==> src/rtl/led_counter_pkg.sv <==
// rtl/led_counter_pkg.sv - shared state encoding for the LED range counter
package led_counter_pkg;

  typedef logic [1:0] state_t;

  localparam state_t ST_IDLE = 2'd0;
  localparam state_t ST_RUN  = 2'd1;
  localparam state_t ST_DONE = 2'd2;

endpackage

==> src/rtl/led_tick_gen.sv <==
// rtl/led_tick_gen.sv - prescaler producing one tick every PRESCALE enabled cycles
module led_tick_gen #(
  parameter int PRESCALE = 1
) (
  input  logic clk,
  input  logic rst,
  input  logic clear,
  input  logic enable,
  output logic tick
);

  localparam int CW = (PRESCALE > 1) ? $clog2(PRESCALE) : 1;

  logic [CW-1:0] cnt_q, cnt_d;

  assign tick = enable && (cnt_q == CW'(PRESCALE - 1));

  always_comb begin
    cnt_d = cnt_q;
    if (clear) begin
      cnt_d = '0;
    end else if (enable) begin
      cnt_d = tick ? '0 : cnt_q + CW'(1);
    end
  end

  always_ff @(posedge clk or posedge rst) begin
    if (rst) begin
      cnt_q <= '0;
    end else begin
      cnt_q <= cnt_d;
    end
  end

endmodule

==> src/rtl/led_range_counter.sv <==
// rtl/led_range_counter.sv - prescaled up/down range counter with one-shot and auto-reload
module led_range_counter
  import led_counter_pkg::*;
#(
  parameter int WIDTH    = 5,
  parameter int PRESCALE = 1
) (
  input  logic             clk,
  input  logic             rst,
  input  logic             start,
  input  logic [WIDTH-1:0] start_num,
  input  logic [WIDTH-1:0] end_num,
  input  logic             up_down,
  input  logic             reload,
  input  logic             pause,
  output logic [WIDTH-1:0] counter_out,
  output logic             check,
  output logic             wrap,
  output logic             busy
);

  state_t           state_q, state_d;
  logic [WIDTH-1:0] count_q, count_d;
  logic [WIDTH-1:0] start_l_q, start_l_d;
  logic [WIDTH-1:0] end_l_q, end_l_d;
  logic             up_l_q, up_l_d;
  logic             reload_l_q, reload_l_d;
  logic             check_q, check_d;
  logic             wrap_q, wrap_d;
  logic             tick;
  logic             terminal;

  led_tick_gen #(.PRESCALE(PRESCALE)) u_tick_gen (
    .clk    (clk),
    .rst    (rst),
    .clear  (start),
    .enable ((state_q == ST_RUN) && !pause),
    .tick   (tick)
  );

  // Inclusive compare stops a start already past the end from stepping at all.
  assign terminal = up_l_q ? (count_q >= end_l_q) : (count_q <= end_l_q);

  always_comb begin
    state_d    = state_q;
    count_d    = count_q;
    start_l_d  = start_l_q;
    end_l_d    = end_l_q;
    up_l_d     = up_l_q;
    reload_l_d = reload_l_q;
    check_d    = check_q;
    wrap_d     = 1'b0;
    if (start) begin
      start_l_d  = start_num;
      end_l_d    = end_num;
      up_l_d     = up_down;
      reload_l_d = reload;
      count_d    = start_num;
      check_d    = 1'b0;
      state_d    = ST_RUN;
    end else if (state_q == ST_RUN && tick) begin
      if (!terminal) begin
        count_d = up_l_q ? count_q + WIDTH'(1) : count_q - WIDTH'(1);
      end else if (reload_l_q) begin
        count_d = start_l_q;
        wrap_d  = 1'b1;
      end else begin
        check_d = 1'b1;
        state_d = ST_DONE;
      end
    end
  end

  always_ff @(posedge clk or posedge rst) begin
    if (rst) begin
      state_q    <= ST_IDLE;
      count_q    <= '0;
      start_l_q  <= '0;
      end_l_q    <= '0;
      up_l_q     <= 1'b0;
      reload_l_q <= 1'b0;
      check_q    <= 1'b0;
      wrap_q     <= 1'b0;
    end else begin
      state_q    <= state_d;
      count_q    <= count_d;
      start_l_q  <= start_l_d;
      end_l_q    <= end_l_d;
      up_l_q     <= up_l_d;
      reload_l_q <= reload_l_d;
      check_q    <= check_d;
      wrap_q     <= wrap_d;
    end
  end

  assign counter_out = count_q;
  assign check       = check_q;
  assign wrap        = wrap_q;
  assign busy        = (state_q == ST_RUN);

endmodule

==> config.mk <==
export PLATFORM = sky130hd
export DESIGN_NAME = led_range_counter
export DESIGN_NICKNAME = d
export VERILOG_FILES = /design/src/rtl/led_counter_pkg.sv /design/src/rtl/led_tick_gen.sv /design/src/rtl/led_range_counter.sv
export SDC_FILE = /design/constraint.sdc
export NUM_CORES = 1
export LEC_CHECK = 0
export BUFFER_PORTS_ARGS = -buffer_cell sky130_fd_sc_hd__buf_2
export CAP_MARGIN = 20
export CORE_ASPECT_RATIO = 1.2
export CORE_MARGIN = 1.5
export CORE_UTILIZATION = 25
export CTS_BUF_LIST = sky130_fd_sc_hd__clkbuf_8
export CTS_CLUSTER_SIZE = 28
export DETAILED_ROUTE_END_ITERATION = 8
export PLACE_DENSITY = 0.4
export SYNTH_ARGS = -nofsm -noshare
export SYNTH_HDL_FRONTEND = slang
export SYNTH_SLANG_ARGS = --single-unit
==> constraint.sdc <==
create_clock -name clk -period 4.8 [get_ports clk]
set_input_delay 0.24 -clock clk [delete_from_list [all_inputs] [get_ports clk]]
set_output_delay 0.24 -clock clk [all_outputs]
set_load 0.005 [all_outputs]
Word level (Yosys, flattened, before mapping)
Index checks and enable logic that the tools add are counted.
{"block": "word_totals", "register_bits": 22, "wordCells": 48, "output_inout_bits": 8, "inputBits": 16}
{"block": "op_classes", "n_eq_ne": 3, "addsub": 3, "bitwise": 1, "muxes": 21, "n_reduce_logical": 9, "magnitude_cmp": 2}
{"cell": "$mux 5", "count": 5}
{"cell": "$mux 1", "count": 12}
{"cell": "$mux 2", "count": 4}
{"cell": "$reduce_bool 2->1", "count": 3}
{"cell": "$add 5x1->5 const B", "count": 1}
{"cell": "$ge 5x5->1", "count": 1}
{"cell": "$le 5x5->1", "count": 1}
{"cell": "$sub 5x1->5 const B", "count": 1}
{"cell": "$logic_and 1x1->1", "count": 3}
{"cell": "$ne 3x3->1 const B", "count": 1}
{"cell": "$reduce_and 3->1", "count": 1}
{"cell": "$eq 2x1->1 const B", "count": 1}
{"cell": "$ne 2x2->1 const B", "count": 1}
{"cell": "$reduce_and 2->1", "count": 1}
{"cell": "$add 1x1->1 const B", "count": 1}
{"cell": "$logic_not 1->1", "count": 1}
{"cell": "$not 1->1", "count": 1}

Longest topological paths before layout
{"block": "logic_depth", "word_depth": 6, "depth_mapped": 9, "ltp_nobuf": 8}

Hierarchy
Synthesis repeated with hierarchy kept, for this count alone.
{"block": "unflattened", "hier_cells": 138, "hier_area_um2": 1377.6}
{"mod": "led_range_counter", "area_each_um2": 1327.5, "instances": 1, "cells_per_inst": 134}
{"mod": "led_tick_gen", "area_each_um2": 50.0, "instances": 1, "cells_per_inst": 4}

Least setup slack after synthesis
OpenSTA, ideal clock, no wires.
{"block": "synth_timing", "kind": "flip-flop to flip-flop", "start": "register count_q[0], in the netlist counter_out[0]", "end": "register count_q[2], in the netlist counter_out[2]", "period_less_slack_ps": 2300, "slack_ps": 2500, "stages_incl_launch_ff": 10, "required_ps": 4675, "arrival_ps": 2175, "path_cell_list": "dfrtp_1 -> inv_1 -> ha_1 -> nand3_1 -> nor2_1 -> or4_1 -> buf_6 -> nand3b_2 -> a21o_2 -> mux2_2"}
{"block": "synth_via", "elab_chain_len": 5}
{"item": "start, declared", "line": "led_range_counter.sv:23", "text": "logic [WIDTH-1:0] count_q, count_d;"}
{"item": "start signal, assigned", "line": "led_range_counter.sv:86", "text": "count_q <= count_d;"}
{"item": "$sub 5x1->5, or another cell as far along", "line": "led_range_counter.sv:63", "text": "count_d = up_l_q ? count_q + WIDTH'(1) : count_q - WIDTH'(1);"}
{"item": "$mux 5 or $mux 1 (tied branches)", "line": "led_range_counter.sv:63, led_range_counter.sv:42"}
{"item": "$mux 5", "line": "led_range_counter.sv:62", "text": "if (!terminal) begin"}
{"item": "$mux 5", "line": "led_range_counter.sv:61", "text": "end else if (state_q == ST_RUN && tick) begin"}
{"item": "$mux 5", "line": "led_range_counter.sv:53", "text": "if (start) begin"}
Parallel ways exist; a longest one is shown, timed or not. The select of a mux whose other input is x is not followed.
A chain may end at the register's enable or synchronous reset.

Final worst setup path
Ends and elaborated chain as after synthesis.

==> metrics.yaml <==
cts.htree.levels: 1
cp_max_fanout: 7
synthDistinctLibCells: 36
num_antenna_cells: 0
worstSetupEndpointType: "flop"
power.sequential.fraction: 0.377
max_freq_mhz: 396
grt_max_degree: 31
syn2layout_area_growth_pct: 15.6
die_height_um: 80.6
detail_route.vias_per_cell: 4.59
start_kind: "flop"
synth-async-reset-ratio: 1.00
cell_internal_pwr_uw: 386
mostFrequentLayoutCells: "buf_2 (23), dfrtp_1 (21), inv_1 (17)"
place_hpwl_um: 2100
p_leak_uw: 0.000716
cts-resized-gates: 0
cts.hold.buffers_added: 0
die_area_um2: 5450
worst_pin_slew_ps: 825
slowest_stage: "or4_1"
finalCritPeriodShare: 0.526
synth-warning-count: 0
setup.worst_path.class: "reg2reg"
placement.io_buffers: 23
hold_violations: 0
cts_tree: "built"
hold_class: "in2async"
number_of_rows_in_the_core_area: 28
cell_count_after_placement: 206
power_density_nw_per_um2: 426
crit_path_cell_trace: "inv_1 > ha_1 > nand3_1 > nor2_1 > or4_1 > nand3b_2 > a21o_2 > mux2_2"
p_sw_uw: 231
cts.repair_timing.setup_buffer_count: 0
post_synthesis_sequential_area_ratio: 0.419
outcome: "completed"
grt_pass1_vias: 978
fin_cells: 210
final_net_count: 176
clkSinkCount: 21
period_minus_slack_ps: 2520
timing.max_cap.violations: 0
drcViolationCount: 0
die-width_um: 67.6
power.combinational.fraction: 0.434
globalRouteMet2Util: 0.182
power.share.clock: 0.188
setup_repair_after_global_routing_missed_its_margin: "no"
filler_cell_count: 532
share_of_layout_cells_above_drive_strength_1: 0.260
drtPass1Iterations: 4
synth.ff_latch_count: 21
groute.layer.met3.usage: 0.0182
num_vias: 963
report.final.slew_viol_count: 0
multi_input_area_um2: 628
antenna_found_initial: 0
total_overflow_reported_by_the_global_router: 0
synth_edf_count: 0
globalRouteMet1Util: 0.141
syn_avg_cell_area_um2: 9.87
drt_iter0_markers: 20
p_sw_frac: 0.375
finalSetupTns_ps: 0
floorplan.initialDensity: 0.257
vdd_drop_max_mv: 0.154
num_io_pins: 24
timing.final.setup_violations: 0
cts.root.buffer_cell: "clkbuf_8"
route.final.wire_length_um: 2760
clock-skew-final_ps: 1.78
ant_nets: 0
routed_wire_length_per_instance_um: 13.1
clkTransAtPathRegs_ps: 80
mostFrequentLayoutCell: "buf_2"
post_synth_instance_area_um2: 1250
grt.total_usage: 0.113
globalRoute.busiestLayer: "met2"
clk-insertion-delay-late_ps: 260
synthFlopType: "dfrtp_1"
cp.required_ps: 4950
cp.buffers_inverters: 1
mapped_nets: 152
place_congestion: 0.932
clock_tree.buffer_depth: 2
post_syn_instances: 127
wire_length_of_the_first_global_routing_pass_um: 4570
tritoncts.num_buffers: 3
coreArea_um2: 4870
category_of_cells_accounting_for_the_largest_share_of_critical_path_delay: "simple AND/OR/NAND/NOR gates"
slew_headroom: 0.449
sequential_cell_area_um2: 526
arrival_ps: 2680
cp_slowest_stage_delay_ps: 670
## metal layers
| layer | wire (um) | vias up |
|---|---|---|
| li1 | - | 488 |
| met1 | 1290 | 451 |
| met2 | 1320 | 19 |
| met3 | 95 | 5 |
| met4 | 60 | 0 |
| met5 | 0 | - |
## layout make-up
| type | instances | share of cell area |
|---|---|---|
| clock buffer | 3 | 0.0285 |
| clock inverter | 1 | 0.00259 |
| inverter | 16 | 0.0415 |
| multi-input combinational | 86 | 0.434 |
| sequential | 21 | 0.363 |
| tap | 60 | 0.0518 |
| timing repair buffer | 23 | 0.0794 |
## state kept, by name, indices dropped and copies added, names as in the netlist
| register | cells |
|---|---|
| counter_out | 5 |
| end_l_q | 5 |
| reload_l_q | 1 |
| start_l_q | 5 |
| state_q | 2 |
| u_tick_gen.cnt_q | 1 |
| up_l_q | 1 |
| wrap | 1 |
## cell usage after synthesis (all sizes together), types with 3 or more instances
library cell	count	area, um2
a21o	5	38.8
a21oi	5	25.0
dfrtp	21	526
ha	8	100
inv	16	60.1
mux2	7	78.8
nand2	13	48.8
nand2b	3	18.8
nand3	4	20.0
nor2	7	26.3
o21ai	9	45.0
xor2	3	26.3
## logic make-up after synthesis
family / count (synthesis) / share of synthesized area
simple gates: 36 / 0.149
fa+ha+maj: 9 / 0.0958
xor+xnor: 4 / 0.0279
flops: 21 / 0.419
compound gates: 29 / 0.158
mux: 8 / 0.0709
buf+inv: 20 / 0.0798
## worst reg2reg max path, stage by stage, from the launching register on
cell      delay (ps)
dfrtp_1          460
inv_1            120
ha_1             300
nand3_1           90
nor2_1            80
or4_1            670
nand3b_2         160
a21o_2           200
mux2_2           350
## power groups by stage
stage                     Sequential, uW  Combinational (uW)  Clock (uW)
after global placement               236                 270           0
final                                233                 268         116
after global routing                 238                 308         127
after detailed placement             237                 268           0
after floorplan                      230                 205           0
after CTS                            234                 271         122
## stage by stage
step                      hold WS [ps]  worst slack [ps]   util  total power (uW)  cell area (um2)
final                              128              2280  0.298               617             1450
after global routing               190              2110  0.298               673             1450
after CTS                          168              2280  0.298               628             1450
after detailed placement           456              2300  0.288               506             1400
after global placement             448              2360  0.288               506             1400
after floorplan                    217              2500      -               435             1250
## worst paths after layout
kind                            depth (start not counted)                  startpoint                           end  slack [ps]
worst max-delay path                                    8  counter_out[0]$_DFFE_PP0P_    counter_out[2]$_DFFE_PP0P_        2280
worst min-delay path                                    2                         rst        state_q[1]$_DFFE_PP0P_         130
worst max register to register                          8  counter_out[0]$_DFFE_PP0P_    counter_out[2]$_DFFE_PP0P_        2280
worst min register to register                          1      state_q[0]$_DFFE_PP0P_        state_q[0]$_DFFE_PP0P_         490
max in group asynchronous                               2                         rst  u_tick_gen.cnt_q$_DFFE_PP0P_        4160
min in group clk                                        3                  end_num[4]        end_l_q[4]$_DFFE_PP0P_         180
No activity file was read; power rests on OpenSTA's default activity.
